**config.mk**
```make
export PLATFORM = sky130hd
export DESIGN_NAME = tdc_therm_readout_flat
export DESIGN_NICKNAME = d
export VERILOG_FILES = /design/src/rtl/tdc_therm_readout_if.sv /design/src/rtl/tdc_therm_readout.sv /design/src/flat_wrapper.sv
export SDC_FILE = /design/constraint.sdc
export NUM_CORES = 1
export LEC_CHECK = 0
export CORE_UTILIZATION = 37
export DETAILED_ROUTE_END_ITERATION = 16
export PLACE_DENSITY = 0.61
export REMOVE_ABC_BUFFERS = 1
export SETUP_SLACK_MARGIN = 0.02
export SYNTH_ARGS = -nofsm -noshare
export SYNTH_HDL_FRONTEND = slang
export SYNTH_SLANG_ARGS = --single-unit
```
**constraint.sdc**
```tcl
create_clock -name clk -period 7.1 [get_ports clk]
set_clock_uncertainty 0.05 [all_clocks]
set_input_delay 1.42 -clock clk [delete_from_list [all_inputs] [get_ports clk]]
set_output_delay 1.42 -clock clk [all_outputs]
set_load 0.01 [all_outputs]
```
**src/rtl/tdc_therm_readout_if.sv**
```systemverilog
// tdc_therm_readout_if
// Groups the TDC readout's control/result signals into one bundle.
//   master : drives term/arm/clear, observes results (test logic, pin mux)
//   slave  : the readout block itself
// Ports carried:
//   term[7:0]   asynchronous thermometer code from the delay line
//   arm, clear  synchronous measurement start / abort
//   busy, code_valid, code[3:0], bubble_err, avg_valid, avg[3:0], timeout
interface tdc_therm_readout_if;
  logic [7:0] term;
  logic       arm;
  logic       clear;
  logic       busy;
  logic       code_valid;
  logic [3:0] code;
  logic       bubble_err;
  logic       avg_valid;
  logic [3:0] avg;
  logic       timeout;

  modport master (
    output term, arm, clear,
    input  busy, code_valid, code, bubble_err, avg_valid, avg, timeout
  );

  modport slave (
    input  term, arm, clear,
    output busy, code_valid, code, bubble_err, avg_valid, avg, timeout
  );
endinterface

```
**src/rtl/tdc_therm_readout.sv**
```systemverilog
// tdc_therm_readout
// Synchronizes the vernier TDC thermometer code into clk, waits for a full
// start/stop event, lets the code settle, captures and encodes it to a
// popcount with bubble detection, and averages 2^LOG2_AVG captures.
// Ports:
//   clk    single clock
//   rst_n  asynchronous active-low reset
//   bus    tdc_therm_readout_if.slave (term/arm/clear in, results out)
//
// state      | meaning
// -----------+-----------------------------------------------------------
// S_IDLE     | waiting for arm
// S_WAIT_ZRO | waiting for the TDC to re-initialize (synchronized code 0)
// S_ARMED    | waiting for the first nonzero synchronized code
// S_SETTLE   | letting the code settle; captures on the last cycle
// S_DONE     | code_valid (and possibly avg_valid) pulse cycle
// S_TOUT     | timeout pulse cycle
module tdc_therm_readout #(
  parameter int SYNC_STAGES    = 2,
  parameter int SETTLE_CYCLES  = 4,
  parameter int TIMEOUT_CYCLES = 255,
  parameter int LOG2_AVG       = 2
) (
  input  logic                clk,
  input  logic                rst_n,
  tdc_therm_readout_if.slave  bus
);

  localparam int NAVG = 1 << LOG2_AVG;
  localparam int SW   = 4 + LOG2_AVG;
  localparam int NW   = (LOG2_AVG > 0) ? LOG2_AVG : 1;
  localparam int SCW  = $clog2(SETTLE_CYCLES + 1);

  typedef enum logic [2:0] {
    S_IDLE, S_WAIT_ZRO, S_ARMED, S_SETTLE, S_DONE, S_TOUT
  } state_t;

  state_t                            state;
  logic [SYNC_STAGES-1:0][7:0]       sync_q;
  logic [7:0]                        ts;
  logic [SCW-1:0]                    settle_cnt;
  logic [15:0]                       tout_cnt;
  logic [SW-1:0]                     acc;
  logic [NW-1:0]                     smp_cnt;
  logic                              busy_q, code_valid_q, bubble_q, avg_valid_q, timeout_q;
  logic [3:0]                        code_q, avg_q;

  logic [3:0]                        ts_ones;
  logic                              ts_bubble;
  logic [SW-1:0]                     sum_next;
  logic                              last_sample;

  function automatic logic [3:0] ones8(input logic [7:0] v);
    logic [3:0] n;
    n = '0;
    for (int i = 0; i < 8; i++) n = n + {3'b000, v[i]};
    return n;
  endfunction

  // Synchronizer is deliberately untouched by clear; only reset empties it.
  always_ff @(posedge clk or negedge rst_n) begin
    if (!rst_n) sync_q <= '0;
    else        sync_q <= {sync_q[SYNC_STAGES-2:0], bus.term};
  end

  assign ts = sync_q[SYNC_STAGES-1];

  // A valid thermometer code plus one is a power of two, so the AND is zero;
  // 8'hFF wraps to zero and is therefore legal.
  assign ts_ones     = ones8(ts);
  assign ts_bubble   = |(ts & (ts + 8'd1));
  assign sum_next    = acc + SW'(ts_ones);
  assign last_sample = (smp_cnt == NW'(NAVG - 1));

  always_ff @(posedge clk or negedge rst_n) begin
    if (!rst_n) begin
      state        <= S_IDLE;
      settle_cnt   <= '0;
      tout_cnt     <= '0;
      acc          <= '0;
      smp_cnt      <= '0;
      busy_q       <= 1'b0;
      code_valid_q <= 1'b0;
      code_q       <= '0;
      bubble_q     <= 1'b0;
      avg_valid_q  <= 1'b0;
      avg_q        <= '0;
      timeout_q    <= 1'b0;
    end else begin
      code_valid_q <= 1'b0;
      avg_valid_q  <= 1'b0;
      timeout_q    <= 1'b0;
      if (bus.clear) begin
        state      <= S_IDLE;
        busy_q     <= 1'b0;
        settle_cnt <= '0;
        tout_cnt   <= '0;
        acc        <= '0;
        smp_cnt    <= '0;
      end else begin
        case (state)
          S_IDLE: begin
            if (bus.arm) begin
              state    <= S_WAIT_ZRO;
              busy_q   <= 1'b1;
              tout_cnt <= 16'(TIMEOUT_CYCLES);
            end
          end
          S_WAIT_ZRO: begin
            if (tout_cnt == 16'd1) begin
              state     <= S_TOUT;
              timeout_q <= 1'b1;
            end else begin
              tout_cnt <= tout_cnt - 16'd1;
              if (ts == 8'd0) state <= S_ARMED;
            end
          end
          S_ARMED: begin
            // Timeout wins if the first nonzero code lands on the final count.
            if (tout_cnt == 16'd1) begin
              state     <= S_TOUT;
              timeout_q <= 1'b1;
            end else begin
              tout_cnt <= tout_cnt - 16'd1;
              if (ts != 8'd0) begin
                state      <= S_SETTLE;
                settle_cnt <= SCW'(SETTLE_CYCLES);
              end
            end
          end
          S_SETTLE: begin
            if (settle_cnt == SCW'(1)) begin
              // Encoding happens at the capture edge so the results are
              // already registered during the DONE cycle.
              state        <= S_DONE;
              code_valid_q <= 1'b1;
              code_q       <= ts_ones;
              bubble_q     <= ts_bubble;
              if (last_sample) begin
                avg_valid_q <= 1'b1;
                avg_q       <= 4'(sum_next >> LOG2_AVG);
                acc         <= '0;
                smp_cnt     <= '0;
              end else begin
                acc     <= sum_next;
                smp_cnt <= smp_cnt + NW'(1);
              end
            end else begin
              settle_cnt <= settle_cnt - SCW'(1);
            end
          end
          S_DONE, S_TOUT: begin
            state  <= S_IDLE;
            busy_q <= 1'b0;
          end
          default: begin
            state  <= S_IDLE;
            busy_q <= 1'b0;
          end
        endcase
      end
    end
  end

  assign bus.busy       = busy_q;
  assign bus.code_valid = code_valid_q;
  assign bus.code       = code_q;
  assign bus.bubble_err = bubble_q;
  assign bus.avg_valid  = avg_valid_q;
  assign bus.avg        = avg_q;
  assign bus.timeout    = timeout_q;

endmodule

```
**src/flat_wrapper.sv**
```systemverilog
// flat-port wrapper written by rule: the top's interface ports become plain ports
module tdc_therm_readout_flat 
#(
  parameter int SYNC_STAGES    = 2,
  parameter int SETTLE_CYCLES  = 4,
  parameter int TIMEOUT_CYCLES = 255,
  parameter int LOG2_AVG       = 2
)
  (clk, rst_n, bus_term, bus_arm, bus_clear, bus_busy, bus_code_valid, bus_code, bus_bubble_err, bus_avg_valid, bus_avg, bus_timeout);
  tdc_therm_readout_if bus_i ();
  input  logic clk;
  input  logic rst_n;
  input wire logic [$bits(bus_i.term)-1:0] bus_term;
  input wire logic [$bits(bus_i.arm)-1:0] bus_arm;
  input wire logic [$bits(bus_i.clear)-1:0] bus_clear;
  output wire logic [$bits(bus_i.busy)-1:0] bus_busy;
  output wire logic [$bits(bus_i.code_valid)-1:0] bus_code_valid;
  output wire logic [$bits(bus_i.code)-1:0] bus_code;
  output wire logic [$bits(bus_i.bubble_err)-1:0] bus_bubble_err;
  output wire logic [$bits(bus_i.avg_valid)-1:0] bus_avg_valid;
  output wire logic [$bits(bus_i.avg)-1:0] bus_avg;
  output wire logic [$bits(bus_i.timeout)-1:0] bus_timeout;
  assign bus_i.term = bus_term;
  assign bus_i.arm = bus_arm;
  assign bus_i.clear = bus_clear;
  assign bus_busy = bus_i.busy;
  assign bus_code_valid = bus_i.code_valid;
  assign bus_code = bus_i.code;
  assign bus_bubble_err = bus_i.bubble_err;
  assign bus_avg_valid = bus_i.avg_valid;
  assign bus_avg = bus_i.avg;
  assign bus_timeout = bus_i.timeout;
  tdc_therm_readout #(.SYNC_STAGES(SYNC_STAGES), .SETTLE_CYCLES(SETTLE_CYCLES), .TIMEOUT_CYCLES(TIMEOUT_CYCLES), .LOG2_AVG(LOG2_AVG)) u_core (.clk(clk), .rst_n(rst_n), .bus(bus_i));
endmodule
```
# Word-level counts from Yosys, hierarchy flattened
# Index checks and enable logic that the tools add are counted.
totals:
  regBits: 59
  inputBits: 12
  output_inout_bits: 13
  wordCells: 98
classes:
  addsub: 12
  eq_ne: 15
  muxes: 38
  bitwise: 2
  reduce_logical: 17
ops:
  columns: ["cell", "n"]
  rows:
  - ["2-to-1 mux 16 bit", 3]
  - ["2-to-1 mux 3 bit", 11]
  - ["case mux 16 bit (2 select lines)", 1]
  - ["adder 4 x 1 -> 4 bit", 6]
  - ["2-to-1 mux 6 bit", 4]
  - ["equality test 16 x 1 -> 1 bit (second input constant)", 1]
  - ["subtractor 16 x 1 -> 16 bit (second input constant)", 1]
  - ["2-to-1 mux 1 bit", 12]
  - ["!= test 3 bit (second input constant)", 4]
  - ["case mux 3 bit (4 select lines)", 1]
  - ["AND reduction 4 bit", 3]
  - ["adder 8 x 1 -> 8 bit (second input constant)", 1]
  - ["AND 8 bit", 1]
  - ["zero test 8 bit", 1]
  - ["2-to-1 mux 2 bit", 4]
  - ["!= test 4 x 2 -> 1 bit (second input constant)", 2]
  - ["nonzero test 8 bit", 1]
  - ["OR reduction 8 bit", 1]
  - ["adder 6 x 4 -> 6 bit", 1]
  - ["equality test 3 x 1 -> 1 bit (second input constant)", 2]
  - ["equality test 3 x 2 -> 1 bit (second input constant)", 2]
  - ["!= test 3 x 2 -> 1 bit (second input constant)", 2]
  - ["case mux 3 bit (2 select lines)", 1]
  - ["AND reduction 3 bit", 2]
  - ["13 further kinds", 16]

# Logic depth before layout (Yosys ltp)
logic_depth:
  ltp_word: 12
  mapped_depth: 14
  depth_no_buf: 14

# Worst setup path before layout
# Ideal clock, no wire load.
synth_path:
  kind: "reg2reg"
  startpoint: "register u_core.sync_q (netlist bit u_core.ts[0])"
  endpoint: "register u_core.acc[4]"
  setup_time_ns: 0.110
  arrival_ns: 3.545
  t_required_ns: 6.940
  slack_ns: 3.395
  stages_incl_launch_ff: 14
  path_buffers: 0
  synth_period_minus_slack_ns: 3.705
  path_cell_list: "dfrtp_1 > inv_1 > ha_1 > inv_1 > fa_1 > fa_1 > fa_1 > fa_1 > xnor2_1 > ha_1 > nor2b_1 > o21ai_0 > a21boi_0 > o41ai_1"
synth_via:
  elab_chain_len: 12
synth_lines:
  columns: ["element", "line", "rtl"]
  rows:
  - ["start, declared", "tdc_therm_readout.sv:39", "logic [SYNC_STAGES-1:0][7:0] sync_q;"]
  - ["start signal, assigned", "tdc_therm_readout.sv:63", "else sync_q <= {sync_q[SYNC_STAGES-2:0], bus.term};"]
  - ["adder 1 x 1 -> 2 bit", "tdc_therm_readout.sv:56", "for (int i = 0; i < 8; i++) n = n + {3'b000, v[i]};"]
  - ["adder 4 x 1 -> 4 bit (6 in a row)", "tdc_therm_readout.sv:56", null]
  - ["named net u_core.ts_ones[2]", "tdc_therm_readout.sv:48", "logic [3:0] ts_ones;"]
  - ["adder 6 x 4 -> 6 bit", "tdc_therm_readout.sv:72", "assign sum_next = acc + SW'(ts_ones);"]
  - ["2-to-1 mux 6 bit", "tdc_therm_readout.sv:139", "if (last_sample) begin"]
  - ["2-to-1 mux 6 bit", "tdc_therm_readout.sv:132", "if (settle_cnt == SCW'(1)) begin"]
  - ["2-to-1 mux 6 bit", "tdc_therm_readout.sv:101", "case (state)"]
  - ["2-to-1 mux 6 bit", "tdc_therm_readout.sv:93", "if (bus.clear) begin"]
  - ["end signal, assigned", "tdc_therm_readout.sv:145", "acc <= sum_next;"]
  - ["end, declared", "tdc_therm_readout.sv:43", "logic [SW-1:0] acc;"]
# The timed path passes the listed nets, and every way through them passes these cells. The select of a mux whose other input is x is not followed.
# A chain may end at the register's enable or synchronous reset.

# Final worst setup path
layout_path:
  startpoint: "register u_core.sync_q (netlist bit u_core.ts[1])"
  endpoint: "register u_core.acc[4]"
# The elaborated chain is that of the path after synthesis.

==> impl_results.md <==
* Result of the run: finished clean
* Number of synthesized register bits at 59
* Measured slew at the worst slew-check pin at 961 ps
* Worst reg2reg endpoint: u_core.acc[4]
* Via-per-instance ratio at 5.39
* Crit path launch: u_core.ts[1]
* Pins Over Slew Limit at 0
* Crit Path Category: reg -> reg
* Cell depth of the worst hold path at 0
* Number of design rule violations left after detail routing at 0
* Source-to-sink clock delay at the later pin of the worst-skew pair at 340 ps
* Antenna violations before repair at 0
* Critical R2R Launch: u_core.ts[1]
* Clk buf depth at 2
* Power per Cell Area at 248 nW/um^2
* Synthesized cell area at 3190 sq um
* Gr usage total at 16.1%
* DPL Wire Length at 4440 microns
* Die area at 8980 sq um
* Cell area after layout at 3700 sq um
* First-pass GRT wire length at 11200 microns
* Most used cells in the layout excluding fill and tap cells: sky130_fd_sc_hd__dfrtp_1, sky130_fd_sc_hd__inv_1, sky130_fd_sc_hd__clkdlybuf4s50_1
* Distinct cell type count after synthesis at 57
* Sw Ratio at 32.4%
* Clock slew at reported path FFs at 70 ps
* Count of TritonRoute iterations in the first routing pass at 4
* Placed instance count at 426
* Synthesized area divided by synthesized cell count at 10.3 sq um
* Post-synthesis cell count at 310
* Cell leakage power at 1.59 nW
* Arrival time reported for the critical path endpoint at 4330 ps
* Critical path required time at 7270 ps
* Layout cells sized above 1 at 9.20%
* Layout Nets at 364
* Setup WS post-layout at 2940 ps
* Wirelength, routed at 6390 microns
* Fill cell total of the finished layout at 808
* Place WS at 3010 ps
* Fraction of registers with async set/reset at 100%
* Setup slack of the most critical reg-to-reg path at 2940 ps
* Unrepaired setup endpoints after global routing: false
* Sinks on the clock net at 59
* Core utilization of the finished layout at 44.8%
* Number of inserted diodes at 0
* Pin count of the biggest net entering global routing at 60
* CP Capture Type: flop
* Relative area change from synthesis to final layout at 16.0%
* Total negative slack at 0 ps
* Overall overflow remaining after global route at 0
* Placer Congestion at 0.807
* Fraction of synthesized cell area taken by the top area cell type at 46.3%
* Quantity of I/O buffers inserted on ports at 24
* Number of flops mapped to enable cells by yosys at 0
* Row Count at 33
* Root buffer selected by CTS: sky130_fd_sc_hd__clkbuf_8
* Violation count after the first detailed-routing iteration at 137
* Final Instance Count excl. Fillers at 442
* Proportion of synthesized chip area in sequential cells at 46.3%
* Die Wd at 94.8 microns
* Area of placed instances at 3500 sq um
* Average detailed-routed wire length per instance at 14.5 microns
* Max-cap violations at 0
* ANT nets after route at 0
* Worst hold path startpoint: u_core.sync_q[7]
* Cell type contributing the most total cell area after synthesis: sky130_fd_sc_hd__dfrtp_1
* TritonCTS buffer count at 9
* Die Y at 94.8 microns
* Number of warnings issued by yosys at 0
* Leading cell type in the layout, fill and taps excluded: sky130_fd_sc_hd__dfrtp_1
* Max_slew headroom at 35.3%
* Placeable core region at 8260 sq um
* Gates resized, CTS repair at 0
* Period minus WS final at 4160 ps
* Vias after detailed routing at 2384
* Part of the cycle the worst path needs at 58.7%
* Worst Path Max Fanout at 4
* Number of cells on the worst reg-to-reg path at 13
* Hold-fix buffers, CTS at 0
* Path type of the worst min-delay path: reg -> reg
* Clock share of power at 33.5%
* Clock tree from TritonCTS: done
* Internal portion of total power at 0.619 mW
* Count of final hold-check violations at 0
* Vias in the first global route at 2414
* Flop pwr share at 44.0%
* Fmax achieved at 240 MHz
* Depth of the CTS H-tree at 3
* Critical Path Source Type: flop
* Post-CTS setup-driven buffer insertion count at 0
* Switching power summed over all nets at 0.297 mW
* Hold Path Sink: u_core.ts[7]
* Number of I/O pins at 25
* Worst vdd ir at 0.150 mV
* Dominant register cell in the synthesized netlist: sky130_fd_sc_hd__dfrtp_1
* Gate power share at 22.5%
* Area contributors post-synth: sky130_fd_sc_hd__dfrtp_1, sky130_fd_sc_hd__ha_1, sky130_fd_sc_hd__inv_1
* Initial Util at 38.6%
* Final number of setup-violating endpoints at 0
-- sequential cells by signal (all words and copies together), names as in the netlist --
signal,cells
u_core.tout_cnt,16
u_core.sync_q,8
u_core.ts,8
u_core.acc,6
u_core.bus.avg,4
u_core.bus.code,4
u_core.settle_cnt,3
u_core.state,3
u_core.smp_cnt,2
u_core.bus.avg_valid,1
u_core.bus.bubble_err,1
u_core.bus.busy,1
u_core.bus.code_valid,1
u_core.bus.timeout,1
-- power groups by stage --
| stage | registers, mW | clock network [mW] | logic, mW |
|---|---|---|---|
| 6_report | 0.403 | 0.307 | 0.206 |
| 3_5_place_dp | 0.408 | 0 | 0.206 |
| 2_1_floorplan | 0.401 | 0 | 0.147 |
| 4_1_cts | 0.402 | 0.315 | 0.208 |
| 3_3_place_gp | 0.408 | 0 | 0.202 |
| 5_1_grt | 0.409 | 0.329 | 0.236 |
-- worst max path at each step --
stage	to	cells after the start	slack [ps]
final	u_core.acc[4]	13	2940
after global routing	u_core.acc[4]	13	2770
after CTS	u_core.acc[4]	13	2970
after detailed placement	u_core.acc[4]	13	3010
after global placement	u_core.tout_cnt[8]	5	3130
after floorplan	u_core.acc[4]	13	3390
-- through the flow --
step                      power (mW)  hold WS, ps
after floorplan                0.548          281
after global placement         0.610          282
after detailed placement       0.614          285
after CTS                      0.924          300
after global routing           0.974          307
final                          0.917          299
-- per-layer routing --
layer	GRT usage, %	vias up	wire length [microns]
met5	0	-	0
met4	4.29	0	42
met3	4.43	4	252
met2	26.6	49	3090
met1	20.7	1153	3000
li1	-	1178	-
-- synthesized netlist by cell type (6+ instances only) --
master and n:
sky130_fd_sc_hd__o21ai_0 12, sky130_fd_sc_hd__nor2_1 12, sky130_fd_sc_hd__dfrtp_1 59, sky130_fd_sc_hd__nand4_1 7
sky130_fd_sc_hd__nand2_1 14, sky130_fd_sc_hd__nand3_1 6, sky130_fd_sc_hd__nor3_1 16, sky130_fd_sc_hd__inv_1 34
sky130_fd_sc_hd__nor4_1 9, sky130_fd_sc_hd__o211ai_1 9, sky130_fd_sc_hd__ha_1 15, sky130_fd_sc_hd__a21oi_1 13
sky130_fd_sc_hd__clkbuf_1 9
-- kinds of logic (layout without fill, tap and decap cells) --
| logic type | Yosys count | after routing | synth area share (%) |
|---|---|---|---|
| buffers and inverters | 48 | 75 | 5.85 |
| DFF | 59 | 59 | 46.3 |
| xor gates and xnor gates | 5 | 5 | 1.61 |
| adders and majority gates | 20 | 20 | 9.03 |
| muxes | 7 | 7 | 2.47 |
| AOI/OAI and AO/OA | 73 | 73 | 16.8 |
| and+or+nand+nor | 98 | 98 | 17.9 |
-- worst max-delay path, stage by stage (launching register included) --
cell	delay [ps]
sky130_fd_sc_hd__dfrtp_1	390
sky130_fd_sc_hd__inv_1	70
sky130_fd_sc_hd__ha_1	280
sky130_fd_sc_hd__inv_1	50
sky130_fd_sc_hd__fa_1	490
sky130_fd_sc_hd__fa_1	420
sky130_fd_sc_hd__fa_1	420
sky130_fd_sc_hd__fa_1	400
sky130_fd_sc_hd__xnor2_1	330
sky130_fd_sc_hd__ha_1	310
sky130_fd_sc_hd__nor2b_1	130
sky130_fd_sc_hd__o21ai_0	200
sky130_fd_sc_hd__a21boi_0	150
sky130_fd_sc_hd__o41ai_1	350
-- layout make-up --
type | instances | area [sq um] | area share, %
Timing Repair Buffer | 25 | 243 | 6.57
Multi-Input combinational cell | 203 | 1520 | 41.2
Sequential cell | 59 | 1480 | 39.9
Tap cell | 105 | 131 | 3.55
Inverter | 34 | 128 | 3.45
Clock buffer | 12 | 145 | 3.93
Clock inverter | 4 | 50.0 | 1.35
Note: power is estimated with default switching activity, not from simulation.
